<file path="src/rtl/uart_tx_fifo_pkg.sv">
// Shared definitions for the UART transmitter: run-time parity encodings,
// transmit FSM state type and a small parity-mode helper.
package uart_tx_fifo_pkg;

  localparam logic [1:0] PARITY_NONE = 2'b00;
  localparam logic [1:0] PARITY_EVEN = 2'b01;
  localparam logic [1:0] PARITY_ODD  = 2'b10;

  typedef enum logic [2:0] {
    ST_IDLE   = 3'd0,
    ST_START  = 3'd1,
    ST_DATA   = 3'd2,
    ST_PARITY = 3'd3,
    ST_STOP   = 3'd4
  } tx_state_t;

  // 2'b11 is treated the same as PARITY_NONE.
  function automatic logic parity_enabled(input logic [1:0] mode);
    return (mode == PARITY_EVEN) || (mode == PARITY_ODD);
  endfunction

endpackage

</file>
<file path="src/rtl/uart_tx_fifo_sync_fifo.sv">
// Synchronous FIFO with a separately maintained occupancy counter.
// Ports:
//   clk, rst        clock, synchronous active-high reset (flushes contents)
//   push, wr_data   write request and data; accepted when not full or when
//                   a pop happens in the same clock
//   pop, rd_data    pop request (ignored when empty); rd_data shows the head
//   full, empty     occupancy flags
//   level           number of stored words
//   overflow        1-clk pulse when a push is dropped
module sync_fifo #(
  parameter int WIDTH = 8,
  parameter int DEPTH = 16
) (
  input  logic                       clk,
  input  logic                       rst,
  input  logic                       push,
  input  logic                       pop,
  input  logic [WIDTH-1:0]           wr_data,
  output logic [WIDTH-1:0]           rd_data,
  output logic                       full,
  output logic                       empty,
  output logic [$clog2(DEPTH+1)-1:0] level,
  output logic                       overflow
);

  localparam int AW = $clog2(DEPTH);
  localparam int LW = $clog2(DEPTH + 1);

  logic [WIDTH-1:0] mem [DEPTH];
  logic [AW-1:0]    wr_ptr;
  logic [AW-1:0]    rd_ptr;
  logic             do_push;
  logic             do_pop;

  assign empty    = (level == '0);
  assign full     = (level == LW'(DEPTH));
  assign do_pop   = pop && !empty;
  assign do_push  = push && (!full || do_pop);
  assign overflow = push && full && !do_pop;
  assign rd_data  = mem[rd_ptr];

  always_ff @(posedge clk) begin
    if (do_push) mem[wr_ptr] <= wr_data;
  end

  // Pointers wrap naturally because DEPTH is a power of two.
  always_ff @(posedge clk) begin
    if (rst) begin
      wr_ptr <= '0;
      rd_ptr <= '0;
      level  <= '0;
    end else begin
      if (do_push) wr_ptr <= wr_ptr + 1'b1;
      if (do_pop)  rd_ptr <= rd_ptr + 1'b1;
      case ({do_push, do_pop})
        2'b10:   level <= level + 1'b1;
        2'b01:   level <= level - 1'b1;
        default: level <= level;
      endcase
    end
  end

endmodule

</file>
<file path="src/rtl/uart_tx_fifo.sv">
// UART transmitter with integrated TX FIFO, driven by an oversampling baud tick.
// Ports:
//   clk, rst      clock, synchronous active-high reset (aborts any frame)
//   tick          1-clk baud tick, OVERSAMPLE ticks per bit
//   wr_en/wr_data push a word into the FIFO
//   cfg_parity    00/11 none, 01 even, 10 odd (latched per frame)
//   cfg_stop2     1 = two stop bits (latched per frame)
//   tx            serial line, idle high
//   tx_done       1-clk pulse on the final tick of the last stop bit
//   busy          high while a frame occupies the line
//   fifo_full/fifo_empty/fifo_level  FIFO status
//   overflow      1-clk pulse when a write is dropped
module uart_tx_fifo
  import uart_tx_fifo_pkg::*;
#(
  parameter int DATA_BITS  = 8,
  parameter int FIFO_DEPTH = 16,
  parameter int OVERSAMPLE = 16
) (
  input  logic                            clk,
  input  logic                            rst,
  input  logic                            tick,
  input  logic                            wr_en,
  input  logic [DATA_BITS-1:0]            wr_data,
  input  logic [1:0]                      cfg_parity,
  input  logic                            cfg_stop2,
  output logic                            tx,
  output logic                            tx_done,
  output logic                            busy,
  output logic                            fifo_full,
  output logic                            fifo_empty,
  output logic [$clog2(FIFO_DEPTH+1)-1:0] fifo_level,
  output logic                            overflow
);

  localparam int TW = $clog2(OVERSAMPLE);
  localparam int BW = $clog2(DATA_BITS + 1);

  tx_state_t              state;
  tx_state_t              state_next;
  logic [TW-1:0]          tick_cnt;
  logic [BW-1:0]          bit_cnt;
  logic [DATA_BITS-1:0]   shreg;
  logic                   par_en;
  logic                   par_val;
  logic                   stop2_q;
  logic [DATA_BITS-1:0]   fifo_rd_data;
  logic                   fifo_pop;
  logic                   bit_end;
  logic                   stop_last;
  logic                   frame_end;

  assign bit_end   = tick && (tick_cnt == TW'(OVERSAMPLE - 1)) && (state != ST_IDLE);
  assign stop_last = !stop2_q || (bit_cnt == BW'(1));
  assign frame_end = (state == ST_STOP) && bit_end && stop_last;
  // Pop from idle, or at the very end of a frame so the next one follows with no gap.
  assign fifo_pop  = !rst && !fifo_empty && ((state == ST_IDLE) || frame_end);

  sync_fifo #(
    .WIDTH (DATA_BITS),
    .DEPTH (FIFO_DEPTH)
  ) u_fifo (
    .clk      (clk),
    .rst      (rst),
    .push     (wr_en && !rst),
    .pop      (fifo_pop),
    .wr_data  (wr_data),
    .rd_data  (fifo_rd_data),
    .full     (fifo_full),
    .empty    (fifo_empty),
    .level    (fifo_level),
    .overflow (overflow)
  );

  always_ff @(posedge clk) begin
    if (rst) state <= ST_IDLE;
    else     state <= state_next;
  end

  always_comb begin
    state_next = state;
    case (state)
      ST_IDLE:   if (fifo_pop) state_next = ST_START;
      ST_START:  if (bit_end) state_next = ST_DATA;
      ST_DATA:   if (bit_end && (bit_cnt == BW'(DATA_BITS - 1)))
                   state_next = par_en ? ST_PARITY : ST_STOP;
      ST_PARITY: if (bit_end) state_next = ST_STOP;
      ST_STOP:   if (frame_end) state_next = fifo_pop ? ST_START : ST_IDLE;
      default:   state_next = ST_IDLE;
    endcase
  end

  always_comb begin
    tx      = 1'b1;
    busy    = (state != ST_IDLE);
    tx_done = frame_end && !rst;
    case (state)
      ST_START:  tx = 1'b0;
      ST_DATA:   tx = shreg[0];
      ST_PARITY: tx = par_val;
      default:   tx = 1'b1;
    endcase
  end

  // Word and frame configuration are captured at pop, so later cfg changes
  // only affect the next frame. bit_cnt restarts on every state change.
  always_ff @(posedge clk) begin
    if (rst) begin
      tick_cnt <= '0;
      bit_cnt  <= '0;
      shreg    <= '0;
      par_en   <= 1'b0;
      par_val  <= 1'b0;
      stop2_q  <= 1'b0;
    end else if (fifo_pop) begin
      tick_cnt <= '0;
      bit_cnt  <= '0;
      shreg    <= fifo_rd_data;
      par_en   <= parity_enabled(cfg_parity);
      par_val  <= (cfg_parity == PARITY_ODD) ? ~^fifo_rd_data : ^fifo_rd_data;
      stop2_q  <= cfg_stop2;
    end else if (tick && (state != ST_IDLE)) begin
      tick_cnt <= bit_end ? '0 : tick_cnt + 1'b1;
      if (bit_end) begin
        bit_cnt <= (state_next != state) ? '0 : bit_cnt + 1'b1;
        if (state == ST_DATA) shreg <= shreg >> 1;
      end
    end
  end

endmodule

</file>
<file path="config.mk">
export PLATFORM = sky130hd
export DESIGN_NAME = uart_tx_fifo
export DESIGN_NICKNAME = d
export VERILOG_FILES = /design/src/rtl/uart_tx_fifo_pkg.sv /design/src/rtl/uart_tx_fifo_sync_fifo.sv /design/src/rtl/uart_tx_fifo.sv
export SDC_FILE = /design/constraint.sdc
export NUM_CORES = 1
export LEC_CHECK = 0
export BUFFER_PORTS_ARGS = -buffer_cell sky130_fd_sc_hd__clkbuf_2
export CORE_UTILIZATION = 50
export DETAILED_ROUTE_END_ITERATION = 10
export PLACE_DENSITY = 0.67
export SLEW_MARGIN = 15
export SYNTH_ARGS = -nofsm -noshare
export SYNTH_HDL_FRONTEND = slang
export SYNTH_SLANG_ARGS = --single-unit
</file>
<file path="constraint.sdc">
create_clock -name clk -period 3.3 [get_ports clk]
set_input_delay 0.33 -clock clk [delete_from_list [all_inputs] [get_ports clk]]
set_output_delay 0.33 -clock clk [all_outputs]
set_load 0.01 [all_outputs]
</file>
# --- Yosys cells after proc, flatten, opt, wreduce, memory -nomap -nowiden ---
# Memory sizes are Yosys's and may differ from the RTL's. A register that Yosys moved wholly into a read port is not among the register bits.
# Cells that the tools add are included.
word_totals:
  register_bits: 35
  mem_bits_rw: 128
  inputBits: 15
  out_inout_bits: 11
  wordCells: 86
  n_memories: 1
classes:
  add_sub_neg: 6
  eq_ne: 13
  n_mux: 21
  n_reduce_logical: 35
mem_list:
  columns: ["name", "depth", "word_bits", "rd", "rd_clocked_by_memory_dff", "wr", "line_no", "text"]
  rows:
  - ["u_fifo.mem", 16, 8, 1, 1, 1, "uart_tx_fifo_sync_fifo.sv:29", "logic [WIDTH-1:0] mem [DEPTH];"]
op_table:
  columns: ["operator", "n"]
  rows:
  - ["two-way mux 8 bit", 4]
  - ["two-way mux 3 bit", 6]
  - ["adder 4 x 1 -> 4 bit (second input constant)", 4]
  - ["two-way mux 4 bit", 4]
  - ["one-hot mux 3 bit (5 select lines)", 1]
  - ["logical AND 1 bit", 14]
  - ["one-hot mux 5 bit (2 select lines)", 1]
  - ["nonzero test 2 bit", 4]
  - ["XNOR reduction 8 bit", 1]
  - ["XOR reduction 8 bit", 1]
  - ["equality test 3 x 2 -> 1 bit (second input constant)", 2]
  - ["adder 5 x 1 -> 5 bit (second input constant)", 1]
  - ["equality test 5 bit (second input constant)", 1]
  - ["zero test 1 bit", 5]
  - ["zero test 5 bit", 1]
  - ["subtractor 5 x 1 -> 5 bit (second input constant)", 1]
  - ["equality test 2 x 1 -> 1 bit (second input constant)", 2]
  - ["equality test 2 bit (second input constant)", 2]
  - ["equality test 4 x 1 -> 1 bit (second input constant)", 1]
  - ["equality test 4 x 3 -> 1 bit (second input constant)", 1]
  - ["equality test 4 bit (second input constant)", 1]
  - ["logical OR 1 bit", 4]
  - ["two-way mux 1 bit", 4]
  - ["equality test 3 x 1 -> 1 bit (second input constant)", 1]
  - ["other kinds (8)", 8]

# --- Depth between registers and ports, before layout ---
# Gate-level depths: netlist of the first run.
logic_depth:
  depth_word: 12
  mapped_depth: 13
  mapped_depth_nobuf: 13

# --- Hierarchy ---
# A second synthesis of the first run with hierarchy kept.
unflattened:
  cells_unflattened: 460
  hier_area_um2: 7302.0
modules_own_cells:
  columns: ["mod", "n_inst", "cells_per_inst", "area_per_inst_um2", "seq_area_each_um2"]
  rows:
  - ["sync_fifo", 1, 302, 5978.2, 4184.0]
  - ["uart_tx_fifo", 1, 158, 1323.8, 440.4]

# --- Least setup slack after synthesis of the first run ---
# OpenSTA, ideal clock, no wires.
synth_path:
  path_type: "register -> register"
  from: "register state[1]"
  to: "register u_fifo.level[4]"
  setup_ps: 131
  arrival_time_ps: 2830
  t_required_ps: 3169
  slack_ps: 339
  path_stages_with_launch: 13
  n_path_buf: 1
  period_less_slack_ps: 2961
  path_cell_list: "dfxtp_1 clkbuf_1 or3_1 a21oi_1 a21boi_1 nand2_1 inv_1 fa_1 a21o_1 a21oi_1 a2111oi_0 o21ai_0 nor3b_1"
synth_between:
  elab_chain_cells: 11
  word_cells_on_any_way: 15
  cone_classes: "eq/ne (3); mux (1); reduce/logical (11)"
synth_rtl:
  columns: ["element", "line_no", "text"]
  rows:
  - ["start: declaration", "uart_tx_fifo.sv:39", "tx_state_t state;"]
  - ["start signal: assignment", "uart_tx_fifo.sv:77", "else state <= state_next;"]
  - ["nonzero test 3 bit", "uart_tx_fifo.sv:53", "assign bit_end = tick && (tick_cnt == TW'(OVERSAMPLE - 1)) && (state != ST_IDLE);"]
  - ["logical AND 1 bit", "uart_tx_fifo.sv:53", null]
  - ["logical AND 1 bit (2 in a row)", "uart_tx_fifo.sv:55", "assign frame_end = (state == ST_STOP) && bit_end && stop_last;"]
  - ["logical OR 1 bit *", "uart_tx_fifo.sv:57", "assign fifo_pop = !rst && !fifo_empty && ((state == ST_IDLE) || frame_end);"]
  - ["logical AND 1 bit *", "uart_tx_fifo.sv:57", null]
  - ["logical AND 1 bit *", "uart_tx_fifo_sync_fifo.sv:37", "assign do_pop = pop && !empty;"]
  - ["logical OR 1 bit", "uart_tx_fifo_sync_fifo.sv:38", "assign do_push = push && (!full || do_pop);"]
  - ["logical AND 1 bit", "uart_tx_fifo_sync_fifo.sv:38", null]
  - ["equality test 2 x 1 -> 1 bit / equality test 2 bit (equally long branches)", "uart_tx_fifo_sync_fifo.sv:55", "case ({do_push, do_pop})"]
  - ["one-hot mux 5 bit (2 select lines) / nonzero test 2 bit (equally long branches)", null, null]
  - ["end signal: assignment", "uart_tx_fifo_sync_fifo.sv:56", "2'b10: level <= level + 1'b1;"]
  - ["end signal: assignment", "uart_tx_fifo_sync_fifo.sv:57", "2'b01: level <= level - 1'b1;"]
  - ["end signal: assignment", "uart_tx_fifo_sync_fifo.sv:58", "default: level <= level;"]
  - ["end: declaration", "uart_tx_fifo_sync_fifo.sv:22", "output logic [$clog2(DEPTH+1)-1:0] level,"]
# Every way passes the cells marked *; elsewhere a longest branch is shown, timed or not.
# A chain may end at the register's enable or synchronous reset.

# --- Worst setup path in the final report of the first run ---
layout_path:
  from: "register bit_cnt[1]"
  to: "register u_fifo.level[4]"
layout_between:
  elab_chain_cells: 10
  word_cells_on_any_way: 12
  cone_classes: "eq/ne (3); mux (1); reduce/logical (8)"
layout_rtl:
  columns: ["element", "line_no", "text"]
  rows:
  - ["start: declaration", "uart_tx_fifo.sv:42", "logic [BW-1:0] bit_cnt;"]
  - ["start signal: assignment", "uart_tx_fifo.sv:125", "bit_cnt <= (state_next != state) ? '0 : bit_cnt + 1'b1;"]
  - ["equality test 4 x 1 -> 1 bit *", "uart_tx_fifo.sv:54", "assign stop_last = !stop2_q || (bit_cnt == BW'(1));"]
  - ["logical OR 1 bit *", "uart_tx_fifo.sv:54", null]
  - ["logical AND 1 bit *", "uart_tx_fifo.sv:55", null]
  - ["logical OR 1 bit *", "uart_tx_fifo.sv:57", null]
  - ["logical AND 1 bit *", "uart_tx_fifo.sv:57", null]
  - ["logical AND 1 bit *", "uart_tx_fifo_sync_fifo.sv:37", null]
  - ["logical OR 1 bit", "uart_tx_fifo_sync_fifo.sv:38", null]
  - ["logical AND 1 bit", "uart_tx_fifo_sync_fifo.sv:38", null]
  - ["equality test 2 x 1 -> 1 bit / equality test 2 bit (equally long branches)", "uart_tx_fifo_sync_fifo.sv:55", null]
  - ["one-hot mux 5 bit (2 select lines) / nonzero test 2 bit (equally long branches)", null, null]
# Marked as above.

==> results of run 1 <==
-- critical path, cell delays in order (launching register included) --
cell and delay, ps:
dfxtp_1 370, inv_1 60, ha_1 160, nor3b_1 150, o211ai_1 400, a21boi_2 130
nand2_1 140, inv_1 150, ha_1 360, a21o_1 120, a21oi_1 70, a2111oi_1 390
o21ai_0 140, nor3b_1 150
-- through the flow --
stage | area, um^2 | hold WS (ps) | instances | setup slack [ps] | power, mW
finish | 8008 | 133.3 | 690 | 397.9 | 5.371
global route | 8008 | 115.1 | 690 | 69.04 | 5.606
CTS | 8006 | 105.1 | 690 | 328.8 | 5.429
detailed placement | 7438 | 456.1 | 658 | 358.2 | 3.532
global placement | 7438 | 446.1 | 658 | 458.0 | 3.511
floorplan | 7036 | 428.9 | 452 | 338.8 | 3.290
-- cell families (layout without fill, tap and decap cells) --
| logic type | Yosys count | in the layout |
|---|---|---|
| xor+xnor | 14 | 14 |
| flops | 167 | 167 |
| simple gates | 121 | 121 |
| buf+inv | 31 | 93 |
| fa+ha+maj | 13 | 13 |
| compound gates | 69 | 69 |
| mux | 37 | 37 |
-- power by group --
part	total, mW	leakage (nW)	switching (mW)	internal [mW]
combinational	1.07	1.04	0.527	0.544
sequential	2.41	1.47	0.0674	2.34
clock	1.89	0.282	0.826	1.06
-- path summary, 6_finish.rpt --
kind	start	endpoint	slack, ps	depth (start not counted)
min	cfg_stop2	stop2_q$_SDFFE_PP0N_	130	3
max	bit_cnt[1]$_SDFFE_PP0P_	u_fifo.level[4]$_SDFFE_PP0P_	400	13
min reg2reg	shreg[3]$_SDFFE_PP0P_	shreg[3]$_SDFFE_PP0P_	460	2
max reg2reg	bit_cnt[1]$_SDFFE_PP0P_	u_fifo.level[4]$_SDFFE_PP0P_	400	13
-- routing by layer --
layer,part of all wire,global-route usage
met5,0,0
met3,0.052,0.05991
met4,0.012,0.07562
met2,0.51,0.3420
met1,0.43,0.2623
-- state kept, by name, indices dropped and copies added (netlist names), 3 cells and up, named ones only --
register,cells
u_fifo.level,5
u_fifo.wr_ptr,4
u_fifo.rd_ptr,4
bit_cnt,4
shreg,8
tick_cnt,4
u_fifo.mem,128
state,3
-- placed cells by master, fill, tap and decap left out, types with 4 or more instances in the layout --
cell type / synthesis / final
nand2_1: 37 / 37
a21oi_1: 24 / 24
dfxtp_1: 39 / 38
a21o_1: 4 / 4
edfxtp_1: 128 / 128
clkbuf_2: 0 / 25
xnor2_1: 4 / 4
mux4_2: 19 / 19
clkbuf_16: 0 / 17
nor3_1: 13 / 13
o21ai_0: 11 / 11
inv_1: 12 / 12
a22oi_1: 11 / 11
ha_1: 12 / 12
xor2_1: 6 / 6
nand3_1: 14 / 14
mux4_1: 17 / 17
buf_4: 1 / 23
nor2_1: 35 / 35
a211oi_1: 4 / 4
inv_6: 0 / 4
-- layout make-up --
cell class / count / share of cell area
Clock buffer: 19 / 0.05406
Timing Repair Buffer: 49 / 0.03969
Clock inverter: 13 / 0.01688
Inverter: 12 / 0.005625
Tap cell: 176 / 0.02750
Multi-Input combinational cell: 254 / 0.2786
Sequential cell: 167 / 0.5777
==> flow_summary.ini, run 1 <==
[synth]
yosys_warnings = 0
synth-main-ff-cell = edfxtp_1
synth_async_sr_flop_share = 0
synthSimpleGateAreaFrac = 0.07878
synthTopCellsByArea = edfxtp_1, dfxtp_1, mux4_1
synth_edf_count = 128
netlist.area_leader.share = 0.5463
synthTopCellsByCount = edfxtp_1, dfxtp_1, nand2_1
ys_ff_latch = 167
yosysTopAreaCell = edfxtp_1
yosysSeqAreaShare = 0.6573
synth_mux_area_frac = 0.1257
syn_inst = 452
synth_compound_area_frac = 0.06331
synth_top_family_by_area = multiplexers
synth_fa_ha_area_frac = 0.02419
syn-num-nets = 480
ys_types = 51
synth_area_um2 = 7035
synth_xor_area_frac = 0.02436
syn_area_per_cell_um2 = 15.57
synth_most_common_cell = edfxtp_1

[route]
drt_iter0_drc = 334
ant_nets = 0
drt-wirelength-per-cell_um = 19.56
vias_per_cell = 5.765
drcViolationCount = 0
drt_first_pass_iters = 5
routed_wl_mm = 13.50
detailroute.via_count = 3978

[sta]
setup_tns_ps = 0
finalSetupViolCount = 0
clock.fmax_mhz = 344.6
finalClockSkew_ps = 11.99
rsz0062_at_grt = false
hold_viol_final = 0
min_period_ps = 2902
worstMarginPinSlew_ps = 789.8
slew_headroom = 0.4715
finalCritPeriodShare = 0.8794
drv_slew = 0

[clock_tree]
cts_tree = done
clk-insertion-delay-late_ps = 430
postCtsSetupBuffers = 0
cts-hold-fix-buffers = 0
cts.path.max_buffers = 2
root_buffer = clkbuf_16
cts.sinks = 167
cts.clk_slew.worst_paths_ps = 70
htreeDepth = 4
cts_buffers = 17
ctsResizeCount = 0

[setup_path]
path_class = flop to flop
critPathMaxFanout = 9
endpoint_kind = flop
required_ps = 3600
startpoint_type = flop
cp.arrival_ps = 3210

[global_route]
grt_max_degree = 33
grt_pass1_vias = 4000
grt_pass1_wl_mm = 21.81
antenna_found_initial = 0
gr-usage-all-layers = 0.2077
grt-ovfl-total = 0

[placed_design]
routabilityCongestion = 0.8088
port_buffers = 25
dp.final_hpwl_mm = 8.993

[finish]
multi_input_area_um2 = 2231
diodes = 0
num-nets-final = 529
final-seq-area_um2 = 4626
area_delta_synth_final_pct = 13.82
drive_gt1_frac = 0.1965
num-fill-cells = 1012
final_util = 0.5929

[floorplan]
die_area_um2 = 14550
initial_core_util = 0.5209
coreArea_um2 = 13510
boundaryPins = 26
rows = 42
die_w_um = 120.6
die_h_um = 120.6

[power_and_ir_drop]
power.density_nw_per_um2 = 670.8
power_leakage_nw = 2.798
ir_drop_mv = 0.4384

[run_status]
outcome = finished clean

[job]
cap_violations = 0

[worst_hold_path]
hold_path_class = input pin to flop
Power figures use the tool's default switching activity.
==> run 2: changes to the inputs <==
--- a/config.mk
+++ b/config.mk
@@ -12,4 +12,5 @@
 export SLEW_MARGIN = 15
 export SYNTH_ARGS = -nofsm -noshare
 export SYNTH_HDL_FRONTEND = slang
+export SYNTH_HIERARCHICAL = 1
 export SYNTH_SLANG_ARGS = --single-unit
==> run 2 against run 1 <==
Clock power grew 4%. Critical path type unchanged. Largest power group unchanged. Combinational power grew 44%. Cell count decreased by 0.58%. Largest cell class unchanged. Highest routed layer unchanged.
==> flow_summary.ini, run 2 <==
[setup_path]
crit_top_cell = ha_1
critPathMaxFanout = 8
endpoint_kind = flop
path_class = flop to flop
critPathMaxStageDelay_ps = 410
required_ps = 3600
crit_family = compound AO/OA/AOI/OAI gates
path_depth = 11
endpoint = u_fifo/level[4]$_SDFFE_PP0P_
startpoint_type = flop
r2r_start = bit_cnt[0]$_SDFFE_PP0P_
startpoint = bit_cnt[0]$_SDFFE_PP0P_
worst-path-buf-inv = 0
reg2reg_depth = 11
cp.arrival_ps = 3410
path_cells = ha_1 > or3b_4 > a221oi_4 > and2_4 > nand2b_4 > a21o_1 > ha_1 > o31a_1 > a2111oi_2 > a211oi_1 > mux2_1
cp_slowest_cell = dfxtp_1
r2r_end = u_fifo/level[4]$_SDFFE_PP0P_
reg2reg_slack_ps = 190

[placed_design]
port_buffers = 25
dp.final_hpwl_mm = 9.372
pre_cts_ws_ps = 136.8
routabilityCongestion = 0.8117

[sta]
finalSetupViolCount = 0
slew_headroom = 0.5957
fin_ws_ps = 187.9
hold_slack_ps = 178.1
min_period_ps = 3112
setup_tns_ps = 0
clock.fmax_mhz = 321.3
drv_slew = 0
worstMarginPinSlew_ps = 605.7
finalCritPeriodShare = 0.9431
finalClockSkew_ps = 7.773
rsz0062_at_grt = false
hold_viol_final = 0

[job]
cap_violations = 0

[floorplan]
die_h_um = 122.8
boundaryPins = 26
die_w_um = 122.8
coreArea_um2 = 14040
rows = 43
die_area_um2 = 15090
initial_core_util = 0.5200

[power_and_ir_drop]
ir_drop_mv = 0.4352
internal_power_mw = 4.267
combPwrFrac = 0.258
netSwitchingPower_mw = 1.726
power.density_nw_per_um2 = 727.2
pwr-share-clk = 0.327
power_leakage_nw = 2.796
seq_power_share = 0.415
swShare = 0.2880

[synth]
synth_edf_count = 128
syn_inst = 460
yosysTopAreaCell = edfxtp_1
syn-num-nets = 486
yosys_warnings = 6
synth-main-ff-cell = edfxtp_1
synth_most_common_cell = edfxtp_1
yosysSeqAreaShare = 0.6333
synthTopCellsByArea = edfxtp_1, dfxtp_1, mux4_1
synth_area_um2 = 7302
netlist.area_leader.share = 0.5264
synthTopCellsByCount = edfxtp_1, dfxtp_1, nor2_1
syn_area_per_cell_um2 = 15.87
synth_async_sr_flop_share = 0
ys_ff_latch = 167
ys_types = 62

[finish]
final_common_cell = edfxtp_1
top_regs = u_fifo/mem (128), shreg (8), u_fifo/level (5)
largest-register = u_fifo/mem
diodes = 0
drive_gt1_frac = 0.2273
final_util = 0.5868
final_cell_mix = edfxtp_1, dfxtp_1, nor2_1, clkbuf_2, nand2_1
area_delta_synth_final_pct = 12.85
num-nets-final = 519
largest_reg_flops = 128
num-fill-cells = 1072

[clock_tree]
root_buffer = clkbuf_16
postCtsSetupBuffers = 0
cts_buffers = 17
cts.path.max_buffers = 2
cts.clk_slew.worst_paths_ps = 60
cts.sinks = 167
cts_tree = done
clk-insertion-delay-late_ps = 420
htreeDepth = 4

[global_route]
grt_pass1_vias = 4055
gr-usage-all-layers = 0.2021
grt_max_degree = 33
grt_pass1_wl_mm = 22.00
grt-ovfl-total = 0
antenna_found_initial = 0

[route]
ant_nets = 0
routed_wl_mm = 13.57
drcViolationCount = 0
vias_per_cell = 5.878
detailroute.via_count = 4032
drt_iter0_drc = 364
drt_first_pass_iters = 5
drt-wirelength-per-cell_um = 19.78

[worst_hold_path]
hold_path_class = input pin to flop

[run_status]
outcome = finished clean
run 2: cell count changes after synthesis, sizes merged, moves of 7 or more:
cell / before / now
nand2: 37 / 23
nand3: 14 / 2
and2: 1 / 11
mux2i: 1 / 8
run 2: cells by family (layout without fill, tap and decap cells):
logic type | count (synthesis) | count (layout) | synth area share
adders and majority gates | 11 | 11 | 0.01885
and+or+nand+nor | 126 | 126 | 0.09750
AOI/OAI and AO/OA | 61 | 61 | 0.05689
buffers and inverters | 32 | 78 | 0.02810
xor gates and xnor gates | 14 | 14 | 0.01868
muxes | 49 | 49 | 0.1467
DFF | 167 | 167 | 0.6333
run 2: per-stage QoR:
step	cells	power (mW)	area [um^2]
floorplan	460	3.763	7348
global placement	654	4.038	7641
detailed placement	654	4.071	7641
CTS	686	6.041	8234
global route	686	6.277	8240
finish	686	5.992	8240
run 2: worst min-delay path: cells and delay by family:
family	cells	cell delay, ps
buf+inv	1	90
mux	1	60
simple gates	1	80
run 2: layer usage:
| metal | track usage | routed length (um) | up-vias |
|---|---|---|---|
| li1 | - | - | 1885 |
| met1 | 0.2694 | 6142 | 2042 |
| met3 | 0.04414 | 467 | 13 |
| met2 | 0.3262 | 6813 | 92 |
| met4 | 0.07393 | 142 | 0 |
| met5 | 0 | 0 | - |
run 2: timing repair:
| item | 4_1_cts | 5_1_grt |
|---|---|---|
| hold buffers | 0 | 0 |
| endpoints found under the setup margin | 0 | 9 |
| endpoints found under the hold margin | 0 | 0 |
| resized for setup | 0 | 2 |
run 2: worst min-delay path by stage:
stage                                      from                      endpoint  slack [ps]  depth (start not counted)
after CTS                             cfg_stop2          stop2_q$_SDFFE_PP0N_         160                          3
after floorplan                             rst  u_fifo/level[3]$_SDFFE_PP0P_         390                          1
after detailed placement  shreg[0]$_SDFFE_PP0P_         shreg[0]$_SDFFE_PP0P_         450                          2
final                                 cfg_stop2          stop2_q$_SDFFE_PP0N_         180                          3
after global routing                  cfg_stop2          stop2_q$_SDFFE_PP0N_         210                          3
after global placement    shreg[4]$_SDFFE_PP0P_         shreg[4]$_SDFFE_PP0P_         450                          2
run 2: power groups by stage:
stage	registers, mW	clock network [mW]	logic [mW]
after floorplan	2.51	0	1.25
after global placement	2.52	0	1.51
after detailed placement	2.53	0	1.54
after CTS	2.49	2.01	1.55
after global routing	2.50	2.09	1.68
final	2.49	1.96	1.54
run 2: cell type report:
type                            instances  area (um^2)  area share
Multi-Input combinational cell        261         2510      0.3046
Inverter                                7        26.28    0.003189
Sequential cell                       167         4631      0.5619
Clock buffer                           17        425.4     0.05162
Tap cell                              180        225.2     0.02733
Clock inverter                         15        167.7     0.02035
Timing Repair Buffer                   39        255.2     0.03097
